`config.mk`:
```
export PLATFORM = sky130hd
export DESIGN_NAME = mem_access_unit
export DESIGN_NICKNAME = d
export VERILOG_FILES = /design/src/rtl/mem_access_pkg.sv /design/src/rtl/mau_lane_align.sv /design/src/rtl/mem_access_unit.sv
export SDC_FILE = /design/constraint.sdc
export NUM_CORES = 1
export LEC_CHECK = 0
export BUFFER_PORTS_ARGS = -buffer_cell sky130_fd_sc_hd__buf_2
export CORE_ASPECT_RATIO = 1.4
export CORE_MARGIN = 2
export CORE_UTILIZATION = 40
export CTS_CLUSTER_SIZE = 25
export DETAILED_ROUTE_END_ITERATION = 8
export PLACE_DENSITY = 0.66
export SETUP_SLACK_MARGIN = 0.5
export SLEW_MARGIN = 20
export SYNTH_ARGS = -nofsm -noshare
export SYNTH_HDL_FRONTEND = slang
export SYNTH_HIERARCHICAL = 1
export SYNTH_SLANG_ARGS = --single-unit
export TNS_END_PERCENT = 1
```
`constraint.sdc`:
```
create_clock -name clk -period 3.9 [get_ports clk]
set_input_delay 0.585 -clock clk [delete_from_list [all_inputs] [get_ports clk]]
set_output_delay 0.585 -clock clk [all_outputs]
set_load 0.01 [all_outputs]
```
`src/rtl/mem_access_pkg.sv`:
```
// Shared encodings for the MEM-stage load/store unit: op codes, access sizes and FSM states.
package mem_access_pkg;

    localparam logic [1:0] SZ_BYTE = 2'b00;
    localparam logic [1:0] SZ_HALF = 2'b01;
    localparam logic [1:0] SZ_WORD = 2'b11;

    // req_op = {store, unsigned, size[1:0]}
    localparam logic [3:0] OP_LB  = 4'b0000;
    localparam logic [3:0] OP_LH  = 4'b0001;
    localparam logic [3:0] OP_LW  = 4'b0011;
    localparam logic [3:0] OP_LBU = 4'b0100;
    localparam logic [3:0] OP_LHU = 4'b0101;
    localparam logic [3:0] OP_SB  = 4'b1000;
    localparam logic [3:0] OP_SH  = 4'b1001;
    localparam logic [3:0] OP_SW  = 4'b1011;

    typedef enum logic {
        IDLE   = 1'b0,
        RMW_WR = 1'b1
    } state_t;

    function automatic logic op_is_legal(input logic [3:0] op);
        case (op)
            OP_LB, OP_LH, OP_LW, OP_LBU, OP_LHU, OP_SB, OP_SH, OP_SW: return 1'b1;
            default:                                                 return 1'b0;
        endcase
    endfunction

endpackage

```
`src/rtl/mau_lane_align.sv`:
```
// Combinational byte-lane logic: load extraction/extension, store-lane merge, alignment check.
module mau_lane_align
    import mem_access_pkg::*;
(
    input  logic [1:0]  addr_i,
    input  logic [1:0]  size_i,
    input  logic        unsigned_i,
    input  logic [31:0] word_i,
    input  logic [31:0] wdata_i,
    output logic [31:0] load_data_o,
    output logic [31:0] merged_o,
    output logic        misalign_o
);

    logic [4:0]  byte_lsb;
    logic [7:0]  byte_sel;
    logic [15:0] half_sel;

    assign byte_lsb = {addr_i, 3'b000};
    assign byte_sel = word_i[byte_lsb +: 8];
    assign half_sel = addr_i[1] ? word_i[31:16] : word_i[15:0];

    always_comb begin
        load_data_o = word_i;
        merged_o    = word_i;
        misalign_o  = 1'b0;
        case (size_i)
            SZ_BYTE: begin
                load_data_o            = {{24{~unsigned_i & byte_sel[7]}}, byte_sel};
                merged_o[byte_lsb +: 8] = wdata_i[7:0];
            end
            SZ_HALF: begin
                load_data_o = {{16{~unsigned_i & half_sel[15]}}, half_sel};
                misalign_o  = addr_i[0];
                if (addr_i[1]) begin
                    merged_o[31:16] = wdata_i[15:0];
                end else begin
                    merged_o[15:0] = wdata_i[15:0];
                end
            end
            SZ_WORD: begin
                load_data_o = word_i;
                merged_o    = wdata_i;
                misalign_o  = |addr_i;
            end
            default: ;
        endcase
    end

endmodule

```
`src/rtl/mem_access_unit.sv`:
```
// MEM-stage load/store unit in front of a word-wide memory without byte enables.
// Handshake: a request transfers on a rising edge where req_valid && req_ready; req_ready is high only in IDLE outside reset.
module mem_access_unit
    import mem_access_pkg::*;
#(
    parameter int ADDR_W = 32,
    parameter int DATA_W = 32
) (
    input  logic              clk,
    input  logic              reset,
    input  logic              req_valid,
    output logic              req_ready,
    input  logic [3:0]        req_op,
    input  logic [ADDR_W-1:0] req_addr,
    input  logic [DATA_W-1:0] req_wdata,
    output logic              resp_valid,
    output logic [DATA_W-1:0] resp_rdata,
    output logic              resp_err,
    output logic              dm_mem_read,
    output logic              dm_mem_write,
    output logic [ADDR_W-1:0] dm_address,
    output logic [DATA_W-1:0] dm_write_data,
    input  logic [DATA_W-1:0] dm_read_data,
    output state_t            dbg_state_o
);

    if (DATA_W != 32) begin : g_width_check
        $error("mem_access_unit: only DATA_W = 32 is supported");
    end

    state_t state_q, state_d;

    logic [DATA_W-1:0] rmw_word_q;
    logic [ADDR_W-1:0] rmw_addr_q;
    logic              rmw_load;

    logic              resp_valid_q, resp_valid_d;
    logic [DATA_W-1:0] resp_rdata_q, resp_rdata_d;
    logic              resp_err_q, resp_err_d;

    logic [1:0]        op_size;
    logic              op_store;
    logic              op_err;
    logic              sub_store;
    logic              misalign;
    logic [DATA_W-1:0] load_data;
    logic [DATA_W-1:0] merged_word;
    logic [ADDR_W-1:0] word_addr;

    assign op_size   = req_op[1:0];
    assign op_store  = req_op[3];
    assign op_err    = !op_is_legal(req_op) || misalign;
    assign sub_store = op_store && (op_size != SZ_WORD) && !op_err;
    assign word_addr = {req_addr[ADDR_W-1:2], 2'b00};

    mau_lane_align u_lane_align (
        .addr_i      (req_addr[1:0]),
        .size_i      (op_size),
        .unsigned_i  (req_op[2]),
        .word_i      (dm_read_data),
        .wdata_i     (req_wdata),
        .load_data_o (load_data),
        .merged_o    (merged_word),
        .misalign_o  (misalign)
    );

    always_ff @(posedge clk or posedge reset) begin
        if (reset) begin
            state_q <= IDLE;
        end else begin
            state_q <= state_d;
        end
    end

    always_comb begin
        state_d = state_q;
        case (state_q)
            IDLE:    if (req_valid && sub_store) state_d = RMW_WR;
            RMW_WR:  state_d = IDLE;
            default: state_d = IDLE;
        endcase
    end

    // Memory strobes follow reset combinationally so nothing reaches memory while it is held.
    always_comb begin
        req_ready     = 1'b0;
        dm_mem_read   = 1'b0;
        dm_mem_write  = 1'b0;
        dm_address    = word_addr;
        dm_write_data = req_wdata;
        rmw_load      = 1'b0;
        resp_valid_d  = 1'b0;
        resp_rdata_d  = '0;
        resp_err_d    = 1'b0;
        if (!reset) begin
            case (state_q)
                IDLE: begin
                    req_ready = 1'b1;
                    if (req_valid) begin
                        if (op_err) begin
                            resp_valid_d = 1'b1;
                            resp_err_d   = 1'b1;
                        end else if (!op_store) begin
                            dm_mem_read  = 1'b1;
                            resp_valid_d = 1'b1;
                            resp_rdata_d = load_data;
                        end else if (op_size == SZ_WORD) begin
                            dm_mem_write = 1'b1;
                            resp_valid_d = 1'b1;
                        end else begin
                            dm_mem_read = 1'b1;
                            rmw_load    = 1'b1;
                        end
                    end
                end
                RMW_WR: begin
                    dm_mem_write  = 1'b1;
                    dm_address    = rmw_addr_q;
                    dm_write_data = rmw_word_q;
                    resp_valid_d  = 1'b1;
                end
                default: ;
            endcase
        end
    end

    always_ff @(posedge clk or posedge reset) begin
        if (reset) begin
            rmw_word_q   <= '0;
            rmw_addr_q   <= '0;
            resp_valid_q <= 1'b0;
            resp_rdata_q <= '0;
            resp_err_q   <= 1'b0;
        end else begin
            if (rmw_load) begin
                rmw_word_q <= merged_word;
                rmw_addr_q <= word_addr;
            end
            resp_valid_q <= resp_valid_d;
            resp_rdata_q <= resp_rdata_d;
            resp_err_q   <= resp_err_d;
        end
    end

    assign resp_valid  = resp_valid_q;
    assign resp_rdata  = resp_rdata_q;
    assign resp_err    = resp_err_q;
    assign dbg_state_o = state_q;

endmodule

```
Yosys cells after proc, flatten, opt, wreduce, memory -nomap -nowiden
Memory sizes are Yosys's and may differ from the RTL's.
Index checks and enable logic that the tools add are counted.
{"block": "classes", "muxes": 46, "n_shift": 3, "n_reduce_logical": 8, "bitwise_logic": 4, "eq_ne": 3, "addsub": 1}
{"cell": "two-way mux 32 bit", "n": 9}
{"cell": "case mux 32 bit (3 select lines)", "n": 1}
{"cell": "case mux 32 bit (2 select lines)", "n": 1}
{"cell": "two-way mux 16 bit", "n": 3}
{"cell": "bitwise mux 32 bit", "n": 1}
{"cell": "variable shift 8 x 7 -> 32 bit (first input constant)", "n": 1}
{"cell": "indexed part select 32 x 6 -> 8 bit", "n": 1}
{"cell": "indexed part select 8 x 7 -> 32 bit", "n": 1}
{"cell": "two-way mux 1 bit", "n": 27}
{"cell": "case mux 1 bit (2 select lines)", "n": 4}
{"cell": "negator 5 -> 7 bit", "n": 1}
{"cell": "logical AND 1 bit", "n": 3}
{"cell": "bitwise AND 1 bit", "n": 2}
{"cell": "== test 2 x 1 -> 1 bit (second input constant)", "n": 1}
{"cell": "== test 2 bit (second input constant)", "n": 1}
{"cell": "zero test 1 bit", "n": 2}
{"cell": "zero test 2 bit", "n": 1}
{"cell": "!= test 2 bit (second input constant)", "n": 1}
{"cell": "NOT 1 bit", "n": 2}
{"cell": "OR reduction 2 bit", "n": 1}
{"cell": "logical OR 1 bit", "n": 1}
{"block": "totals", "reg_bits": 97, "out_inout_bits": 102, "in_bits": 103, "n_memories": 1, "romBits": 16, "wordCells": 72}
{"memory": "(no name shown)", "words": 16, "width": 1, "read_ports": 1, "rd_ports_with_merged_regs": 0, "write_ports": 0, "line_no": "mem_access_pkg.sv:24", "rtl": "case (op)"}

Depth between registers and ports, before layout
{"block": "depth", "word_depth": 8, "depth_mapped": 11, "depth_no_buf": 7}

By module
Netlist, hierarchy kept.
{"module": "mem_access_unit", "cells_per_inst": 292, "area_each_um2": 4600.7, "seq_area_each_um2": 2427.3, "n_inst": 1}
{"module": "mau_lane_align", "cells_per_inst": 262, "area_each_um2": 1600.3, "seq_area_each_um2": 0.0, "n_inst": 1}

Worst setup path after synthesis
No wires, ideal clock.
{"block": "synth_path", "path_kind": "in2reg", "from": "in req_addr[1]", "to": "reg rmw_addr_q[10]", "arrival_ns": 2.916, "slack_ns": 0.859, "stages": 11, "setup_ns": 0.125, "required_time_ns": 3.775, "path_buffers": 4, "cell_sequence": "buf_2 -> clkbuf_2 -> inv_1 -> ha_1 -> nand2b_1 -> a21oi_1 -> or4b_1 -> or2_1 -> buf_6 -> buf_12 -> mux2_4"}
{"block": "synth_via", "elab_chain_cells": 7}
{"element": "start: declaration", "line_no": "mem_access_unit.sv:14", "rtl": "input logic [ADDR_W-1:0] req_addr,"}
{"element": "OR reduction 2 bit", "line_no": "mau_lane_align.sv:44", "rtl": "misalign_o = |addr_i;"}
{"element": "case mux 1 bit (2 select lines)", "line_no": "mau_lane_align.sv:27", "rtl": "case (size_i)"}
{"element": "via misalign", "line_no": "mem_access_unit.sv:45", "rtl": "logic misalign;"}
{"element": "logical OR 1 bit", "line_no": "mem_access_unit.sv:52", "rtl": "assign op_err = !op_is_legal(req_op) || misalign;"}
{"element": "two-way mux 1 bit", "line_no": "mem_access_unit.sv:100", "rtl": "if (op_err) begin"}
{"element": "two-way mux 1 bit", "line_no": "mem_access_unit.sv:99", "rtl": "if (req_valid) begin"}
{"element": "two-way mux 1 bit", "line_no": "mem_access_unit.sv:96", "rtl": "case (state_q)"}
{"element": "two-way mux 1 bit", "line_no": "mem_access_unit.sv:95", "rtl": "if (!reset) begin"}
{"element": "end signal: assignment", "line_no": "mem_access_unit.sv:137", "rtl": "rmw_addr_q <= word_addr;"}
{"element": "end: declaration", "line_no": "mem_access_unit.sv:34", "rtl": "logic [ADDR_W-1:0] rmw_addr_q;"}
The timed path passes the listed nets, and every way through them passes these cells.
A chain may end at the register's enable or synchronous reset.

Worst setup path after layout
{"block": "layout_path", "from": "in req_addr[1]", "to": "reg rmw_addr_q[12]"}
Same word-level chain as after synthesis.

==> metrics.txt <==
Seq/Total Area, Yosys just under 40%; DR vias 5122; internal power around 2 mW; register area around 2400 sq um; CP max-delay cell or2_4; post-CTS setup buffers 0; Clock Power Share between 30% and 40%; drt first pass iters 6; outcome completed; Tcrit/Tclk final 79.5%; Top Ports between 200 and 250; maximum fanout along the worst path 40; CTS tree built; Post-DRT Antenna Nets 0; Starting DRT DRC Count a little under 500; DIE AREA 16500 sq um; share of cells above drive strength 1 between 40% and 50%; Worst Path Buf+Inv 3; Placed Cells ~900; CP cell instances buf_2, inv_1, ha_1, nand2b_1, a21oi_1, or4b_1, or2_4, buf_4, mux2_2; post-layout instance area approximately 7500 sq um; Levels on crit path 9; switching pwr 836 uW; Synth top area share ~39%; area delta synth->final 21.7%; Startpoint Class primary input; LEAKAGE ~3.9 nW; synth warn 6; Peak VDD IR between 0.15 and 0.2 mV; Final Util between 40% and 50%; minimum clock period approximately 3100 ps; dpl ws roughly 420 ps; Reg power frac 44.7%; cell taking the most area after synthesis dfrtp_1; final setup fails 0; setup TNS 0 ps; gpl congestion around 0.87; number of synthesized flops with an enable pin 0; vias in the first global route between 5000 and 6000; clock slew seen by the registers of the worst setup and hold paths 80 ps; Top delay family on crit path simple AND/OR/NAND/NOR gates; unrepaired setup endpoints after global routing no; H-tree depth 3; Final nets ~840; detailed placement HPWL ~14 mm; cell count after synthesis between 500 and 600; TritonCTS Buffers 9; Fill cells about 1400; largest net degree at the start of global routing 94; Total GRT Usage a little under a quarter; Vert. Die Dim approximately 150 um; final worst slack approximately 800 ps; R2R cell count 4; Hold/Removal Path Class primary input to asynchronous set/reset pin; top cells by area, synth dfrtp_1 (39%), mux2_4 (15%), mux2_2 (12%); # port buffers just over 200; crit end category flop; Final Hold Fails 0; Post-DP Area about 7200 sq um; Core Area 15100 sq um; share of flip-flops with an asynchronous set or reset 100%; Worst-Skew Late Latency between 300 and 400 ps; row count 53; CTS Buffer Depth 2; Top FF cell, synth dfrtp_1; Rel. slew slack between 40% and 50%; post-synthesis cell type count 52; post-synthesis area per instance about 11 sq um; hold buffers post-CTS 0; antenna violations before repair 1; Slew @ Worst Pin a little over 800 ps; Crit Path Category primary input to flop; Vias/cell approximately 5.5; combinational power share 24.0%; drt drc 0; Slew Limit Fails 0; mapped cell area slightly above 6000 sq um; arrival time worst endpoint 3350 ps; CTS sink count between 90 and 100; post-CTS sizing 0; non-filler instance count after layout a little over 900; Synth Register Bits between 90 and 100; Overflow after GRT 0; PD cells about 380 nW/um^2; initial core utilization roughly two fifths; max incr delay on CP 650 ps; Detailed Route WL between 15 and 20 mm; max cap viols 0; Worst Path Required between 4000 and 5000 ps; first-pass GRT wire length around 28 mm; Worst Clk Skew a little under 9 ps; switch share just under 30%; area taken by multi-input logic gates 3420 sq um; Die W approximately 110 um; worst hold slack 467 ps; clk root buf clkbuf_16; routed len/inst roughly 20 um; Fmax between 300 and 400 MHz; Tot Pwr 2.84 mW
==> sequential cells by signal (all words and copies together), names as in the netlist <==
signal	count
rmw_word_q	32
resp_err	1
rmw_addr_q	30
dbg_state_o	1
resp_valid	1
resp_rdata	32
==> layout make-up <==
type	instances	area share, %
diodes	1	0.0332
clock buffers	9	2.98
clock inverters	7	0.945
inverters	20	1.06
multi-input cells	396	45.3
flip-flops and latches	97	32.2
well taps	192	3.18
repair buffers	212	14.4
==> power groups by stage <==
stage / combinational (mW) / sequential (mW) / clock [mW]
after detailed placement: 0.683 / 1.28 / 0
after CTS: 0.684 / 1.27 / 0.907
after global routing: 0.736 / 1.29 / 0.951
after floorplan: 0.476 / 1.25 / 0
final: 0.682 / 1.27 / 0.891
after global placement: 0.661 / 1.28 / 0
==> routing by layer <==
metal  wire length, um  vias to the layer above  share of wire, %  global-route usage (%)
met4               476                        0               2.5                    8.23
li1                  -                     2377                 -                       -
met3              1050                       30               5.5                    4.39
met2              9600                      206                50                    39.4
met1              7890                     2509                41                    27.5
met5                 0                        -                 0                       0
==> final timing paths <==
kind                                startpoint              to  slack, ps
worst min-delay path                     reset  rmw_addr_q[24]        470
max in group asynchronous                reset  resp_rdata[15]       2820
worst max-delay path               req_addr[1]  rmw_addr_q[12]        800
worst max register to register     dbg_state_o   rmw_addr_q[9]       1540
worst min register to register  rmw_addr_q[12]  rmw_addr_q[12]        510
min in group clk                   req_addr[8]   rmw_addr_q[8]        470
==> cells by family (layout without fill, tap and decap cells) <==
kind of cell             count (synthesis)  count (layout)  share of synthesized area [%]
multiplexers                           127             127                           26.7
flip-flops                              97              97                           39.1
buffers and inverters                   62             248                           6.03
AND/OR/NAND/NOR                        119             119                           11.1
adder cells (fa/ha/maj)                  5               5                           1.01
AO/OA/AOI/OAI                          143             143                           16.0
other                                    1               3                         0.0605
==> cells in the mapped netlist (3+ instances only) <==
| cell type | instances |
|---|---|
| a21oi_1 | 46 |
| a221o_1 | 14 |
| a22o_1 | 11 |
| a22oi_1 | 25 |
| and2_1 | 27 |
| and4b_2 | 5 |
| buf_1 | 5 |
| buf_12 | 6 |
| buf_2 | 6 |
| buf_4 | 3 |
| buf_6 | 3 |
| clkbuf_1 | 17 |
| dfrtp_1 | 97 |
| ha_1 | 5 |
| inv_1 | 20 |
| mux2_2 | 65 |
| mux2_4 | 60 |
| nand2_1 | 27 |
| nand2b_1 | 14 |
| nor2_1 | 21 |
| nor2b_1 | 10 |
| nor3b_1 | 3 |
| o211ai_1 | 4 |
| o21a_1 | 8 |
| o21ai_0 | 20 |
==> cells in the final DEF, fill, tap and decap left out, types with 2 or more instances in the layout <==
cell type    n
a21oi_1     46
a221o_1     14
a221oi_1     2
a22o_1      11
a22oi_1     25
and2_1      27
and4b_2      5
buf_2      202
buf_4       10
clkbuf_16    9
clkinv_4     2
conb_1       2
dfrtp_1     97
ha_1         5
inv_1       19
inv_6        4
mux2_2      65
mux2_4      60
mux2i_1      2
nand2_1     27
nand2b_1    14
nor2_1      21
nor2b_1      8
nor3_1       2
nor3b_1      3
o211ai_1     4
o21a_1       8
o21ai_0     20
o22ai_1      2
Power figures use the tool's default switching activity.
